$ cat config.mk
export PLATFORM = sky130hd
export DESIGN_NAME = mul_share_arbiter
export DESIGN_NICKNAME = d
export VERILOG_FILES = /design/src/rtl/mul_share_arbiter.sv
export SDC_FILE = /design/constraint.sdc
export NUM_CORES = 1
export LEC_CHECK = 0
export ABC_AREA = 1
export CAP_MARGIN = 20
export CORE_AREA = 2 2 302 304
export DETAILED_ROUTE_END_ITERATION = 8
export DIE_AREA = 0 0 304 306
export GPL_TIMING_DRIVEN = 0
export REMOVE_ABC_BUFFERS = 1
export SYNTH_ARGS = -nofsm -noshare
export SYNTH_HDL_FRONTEND = slang
export SYNTH_SLANG_ARGS = --single-unit
$ cat constraint.sdc
create_clock -name clk -period 1.4 [get_ports clk]
set_input_delay 0.28 -clock clk [delete_from_list [all_inputs] [get_ports clk]]
set_output_delay 0.28 -clock clk [all_outputs]
set_load 0.02 [all_outputs]
$ cat src/rtl/mul_share_arbiter.sv
// rtl/mul_share_arbiter.sv - round-robin sharing of one multiplier between two clients
// Optional WAIT timeout abort enabled by defining MUL_ARB_TIMEOUT_EN.
module mul_share_arbiter #(
  parameter int unsigned WIDTH   = 64,
  parameter int unsigned TIMEOUT = 256
) (
  input  logic               clk,
  input  logic               reset_n,
  input  logic               req0_start,
  input  logic [WIDTH-1:0]   req0_a,
  input  logic [WIDTH-1:0]   req0_b,
  output logic               req0_busy,
  output logic               req0_done,
  output logic               req0_err,
  output logic [2*WIDTH-1:0] req0_result,
  input  logic               req1_start,
  input  logic [WIDTH-1:0]   req1_a,
  input  logic [WIDTH-1:0]   req1_b,
  output logic               req1_busy,
  output logic               req1_done,
  output logic               req1_err,
  output logic [2*WIDTH-1:0] req1_result,
  output logic               mul_clear,
  output logic               mul_start,
  output logic [WIDTH-1:0]   mul_a,
  output logic [WIDTH-1:0]   mul_b,
  input  logic               mul_done,
  input  logic [2*WIDTH-1:0] mul_result
);

  typedef enum logic [1:0] {S_IDLE, S_ISSUE, S_WAIT} state_t;

  state_t             state_q;
  logic               pend0_q, pend1_q;
  logic [WIDTH-1:0]   a0_q, b0_q, a1_q, b1_q;
  logic               grant_q, last_grant_q;
  logic               mul_clear_q, mul_start_q;
  logic [WIDTH-1:0]   mul_a_q, mul_b_q;
  logic               done0_q, done1_q, err0_q, err1_q;
  logic [2*WIDTH-1:0] res0_q, res1_q;

  logic accept0_d, accept1_d, grant_d;

`ifdef MUL_ARB_TIMEOUT_EN
  localparam int unsigned CNT_W = (TIMEOUT > 1) ? $clog2(TIMEOUT + 1) : 1;
  logic [CNT_W-1:0] cnt_q;
`else
  // TIMEOUT only matters when the timeout feature is compiled in.
  if (TIMEOUT == 0) begin : g_timeout_unused
  end
`endif

  always_comb begin
    accept0_d = req0_start && !pend0_q;
    accept1_d = req1_start && !pend1_q;
    // With both waiting, the client that was not served last wins.
    if (pend0_q && pend1_q) grant_d = ~last_grant_q;
    else                    grant_d = pend1_q;
  end

  always_ff @(posedge clk or negedge reset_n) begin
    if (!reset_n) begin
      state_q      <= S_IDLE;
      pend0_q      <= 1'b0;
      pend1_q      <= 1'b0;
      a0_q         <= '0;
      b0_q         <= '0;
      a1_q         <= '0;
      b1_q         <= '0;
      grant_q      <= 1'b0;
      last_grant_q <= 1'b1;
      mul_clear_q  <= 1'b0;
      mul_start_q  <= 1'b0;
      mul_a_q      <= '0;
      mul_b_q      <= '0;
      done0_q      <= 1'b0;
      done1_q      <= 1'b0;
      err0_q       <= 1'b0;
      err1_q       <= 1'b0;
      res0_q       <= '0;
      res1_q       <= '0;
`ifdef MUL_ARB_TIMEOUT_EN
      cnt_q        <= '0;
`endif
    end else begin
      done0_q     <= 1'b0;
      done1_q     <= 1'b0;
      err0_q      <= 1'b0;
      err1_q      <= 1'b0;
      mul_clear_q <= 1'b0;
      if (accept0_d) begin
        pend0_q <= 1'b1;
        a0_q    <= req0_a;
        b0_q    <= req0_b;
      end
      if (accept1_d) begin
        pend1_q <= 1'b1;
        a1_q    <= req1_a;
        b1_q    <= req1_b;
      end
      case (state_q)
        S_IDLE: begin
          if (pend0_q || pend1_q) begin
            grant_q     <= grant_d;
            mul_clear_q <= 1'b1;
            mul_a_q     <= grant_d ? a1_q : a0_q;
            mul_b_q     <= grant_d ? b1_q : b0_q;
            state_q     <= S_ISSUE;
          end
        end
        S_ISSUE: begin
          mul_start_q <= 1'b1;
`ifdef MUL_ARB_TIMEOUT_EN
          cnt_q       <= '0;
`endif
          state_q     <= S_WAIT;
        end
        S_WAIT: begin
          if (mul_done) begin
            mul_start_q  <= 1'b0;
            last_grant_q <= grant_q;
            state_q      <= S_IDLE;
            if (grant_q) begin
              res1_q  <= mul_result;
              done1_q <= 1'b1;
              pend1_q <= 1'b0;
            end else begin
              res0_q  <= mul_result;
              done0_q <= 1'b1;
              pend0_q <= 1'b0;
            end
          end
`ifdef MUL_ARB_TIMEOUT_EN
          else if (cnt_q == CNT_W'(TIMEOUT - 1)) begin
            // Abort: clear the stuck multiplier and hand back an errored zero result.
            mul_start_q  <= 1'b0;
            mul_clear_q  <= 1'b1;
            last_grant_q <= grant_q;
            state_q      <= S_IDLE;
            if (grant_q) begin
              res1_q  <= '0;
              done1_q <= 1'b1;
              err1_q  <= 1'b1;
              pend1_q <= 1'b0;
            end else begin
              res0_q  <= '0;
              done0_q <= 1'b1;
              err0_q  <= 1'b1;
              pend0_q <= 1'b0;
            end
          end else begin
            cnt_q <= cnt_q + CNT_W'(1);
          end
`endif
        end
        default: state_q <= S_IDLE;
      endcase
    end
  end

  assign req0_busy   = pend0_q;
  assign req1_busy   = pend1_q;
  assign req0_done   = done0_q;
  assign req1_done   = done1_q;
  assign req0_err    = err0_q;
  assign req1_err    = err1_q;
  assign req0_result = res0_q;
  assign req1_result = res1_q;
  assign mul_clear   = mul_clear_q;
  assign mul_start   = mul_start_q;
  assign mul_a       = mul_a_q;
  assign mul_b       = mul_b_q;

endmodule
==> results.cfg <==
[outcome]
status = finished with violations
failed_checks = hold timing, setup timing

[placement]
place.gp.congestion = 0.823
pre_cts_slack_ps = -1770
hpwl_um = 63600
dp_cells = 4720
port_buffers = 778

[sta]
max_slew_margin_pct = 62.9
rsz0062_at_grt = yes
setup_viol_count_final = 1011
min_period_ps = 1860
whs_ps = -422
tightest_slew_ps = 556
finClkSkew_ps = 50.7
fin_crit_sh_pct = 133
slew_viol_final = 0
fmax_ghz = 0.538
hold_violations = 95
setup_slack_ps = -458

[clock_tree]
cts_root_buf = clkbuf_16
cts_sinks = 650
insertion_delay_ps = 650
path_clk_slew_ps = 60
clockBufferDepth = 3
cts_tree = built
numCtsBuffers = 77
cts.htree.levels = 3

[logic_synthesis]
synthSimpleGateAreaFrac_pct = 18.2
yosys.area.top_type_share_pct = 62.3
synthAdderAreaFrac_pct = 0
synth-seq-cells = 650
syn_area_um2 = 26100
synth_mux_area_share_pct = 0
syn_inst = 2918
synthXorXnorAreaFrac_pct = 0
synth_top_family_by_area = simple AND/OR/NAND/NOR gates
synth_cell_types = 18
synth-compound-area-share_pct = 9.94
yosys.area.top_type = dfrtp_1
yosys_warnings = 0
synthTopCellsByArea = dfrtp_1 (62%), nand2_1 (9.4%), inv_1 (5.6%)
synth_seq_area_share_pct = 62.4
avgSynthCellArea_um2 = 8.93

[global_routing]
globalRouteTotalUtil_pct = 26.0
grt_pass1_vias = 25498
grt_antenna_before_repair = 25
grt-ovfl-total = 0
grt_max_degree = 116
grt_pass1_wl_um = 179000

[die]
die_w_um = 304
core_area_um2 = 89600
pin_count = 781
dieArea_um2 = 93000
start_util_pct = 29.1
die_h_um = 306
fp-row-count = 110

[final_layout]
drive_gt1_share_pct = 42.9
stdcell_count = 5350
fin_nets = 4488
syn_to_final_growth_pct = 90.7
fillCellCount = 7281

[detailed_routing]
drc = 0
routed_via_density = 5.03
drtPass1Iterations = 7
postRouteAntennaNets = 0
first_iter_violations = 2128
wl_um = 140000
wl_per_cell_um = 26.1
via_count = 26885

[pwr]
power_leakage_nw = 24.0
peakVddDrop_v = 0.00141
p_comb_share_pct = 56.7
p_int_w = 0.0719
swShare_pct = 41.8
pwr-share-clk_pct = 16.5
p_seq_share_pct = 26.8
p_switching_w = 0.0516
powerDensity_nw_per_um2 = 2490

[setup_path]
start_kind = flop
critPathKind = flop to flop
endpoint_kind = flop
required_ps = 1910
path_max_fanout = 8
critical_path_arrival_ps = 2370

[hold_path]
holdCritPathClass = input port to asynchronous set/reset pin

[job]
cap_violations = 0
## cells by family after synthesis
logic type,after synthesis
AO/OA/AOI/OAI,517
buffers and inverters,577
flip-flops,650
other,1
AND/OR/NAND/NOR,1173
## cells in the mapped netlist, drive strengths merged
| library cell | count |
|---|---|
| a21oi | 256 |
| buf | 155 |
| clkbuf | 30 |
| conb | 1 |
| dfrtp | 649 |
| dfstp | 1 |
| inv | 392 |
| nand2 | 651 |
| nand3 | 256 |
| nand4 | 1 |
| nor2 | 265 |
| o21ai | 261 |
## critical path, stage by stage, from the launching register on
cell and delay (ps):
dfstp_2 580, nand2_8 70, buf_16 140, buf_16 140, nand2_8 100, buf_16 170, buf_12 140, buf_16 180
nand2_2 70, nand3_2 50, nand2_1 60
## metal layers
layer / GRT usage [%] / part of all wire [%] / vias to the layer above
met3: 8.02 / 9.0 / 417
met5: 0 / 0.049 / -
met1: 31.4 / 38 / 13458
li1: - / - / 11620
met4: 10.6 / 5.8 / 10
met2: 43.3 / 48 / 1380
## stage by stage
stage                     instance area (µm²)  setup TNS [ps]  total power, W  hold slack (ps)  util (%)
after global placement                  34300               -          0.0686              462      38.3
after detailed placement                35200         -834590          0.0737              371      39.3
after global routing                    49700         -188010           0.129             -411      55.5
after CTS                               43600         -316980           0.106             -341      48.7
after floorplan                         25100        -2339580          0.0513            -15.6         -
final                                   49700         -142480           0.124             -422      55.5
## what timing repair did
action / CTS / global route
gates resized for setup: 1173 / 2793
endpoints found under the setup margin: 1214 / 1223
cloned: 106 / 63
buffers inserted: 115 / 225
endpoints found under the hold margin: 93 / 93
pin swaps: 91 / 124
## layout by cell type, fill, tap and decap left out, types with 121 or more instances in the layout
cell type / n
buf_6: 424
dfrtp_1: 642
nand2_1: 421
inv_1: 387
nor2_4: 176
clkdlybuf4s50_1: 387
buf_4: 221
a21oi_1: 126
a21oi_2: 121
nand3_1: 151
## power groups by stage
stage / sequential (W) / combinational (W) / clock (W)
final: 0.0331 / 0.0701 / 0.0203
after global routing: 0.0338 / 0.0735 / 0.0214
after CTS: 0.0314 / 0.0541 / 0.0206
after detailed placement: 0.0318 / 0.0419 / 0
after global placement: 0.0325 / 0.0361 / 0
after floorplan: 0.0380 / 0.0133 / 0
## area by class of cell
type / instances / area [µm²] / area share (%)
flip-flops and latches: 650 / 16300 / 32.8
repair buffers: 1269 / 16000 / 32.1
multi-input cells: 1709 / 11900 / 24.0
clock buffers: 113 / 2230 / 4.49
inverters: 392 / 1490 / 3.00
well taps: 1176 / 1470 / 2.96
clock inverters: 20 / 284 / 0.571
diodes: 21 / 52.6 / 0.106
## path summary, 6_finish.rpt
path	startpoint	end	slack [ps]	depth (start not counted)
hold / removal	reset_n	mul_a[37]	-420	1
min in group clk	mul_result[27]	req0_result[27]	200	3
setup / recovery	last_grant_q	mul_a[40]	-460	10
setup reg to reg	last_grant_q	mul_a[40]	-460	10
max in group asynchronous	reset_n	last_grant_q	190	4
hold reg to reg	mul_a[50]	mul_a[50]	470	2
## sequential cells by signal, indices dropped and copies added (netlist names)
signal	count
req0_result	128
req1_result	128
a0_q	64
a1_q	64
b0_q	64
b1_q	64
mul_a	64
mul_b	64
state_q	2
grant_q	1
last_grant_q	1
mul_clear	1
mul_start	1
req0_busy	1
req0_done	1
req1_busy	1
req1_done	1
Note: power is estimated with default switching activity, not from simulation.
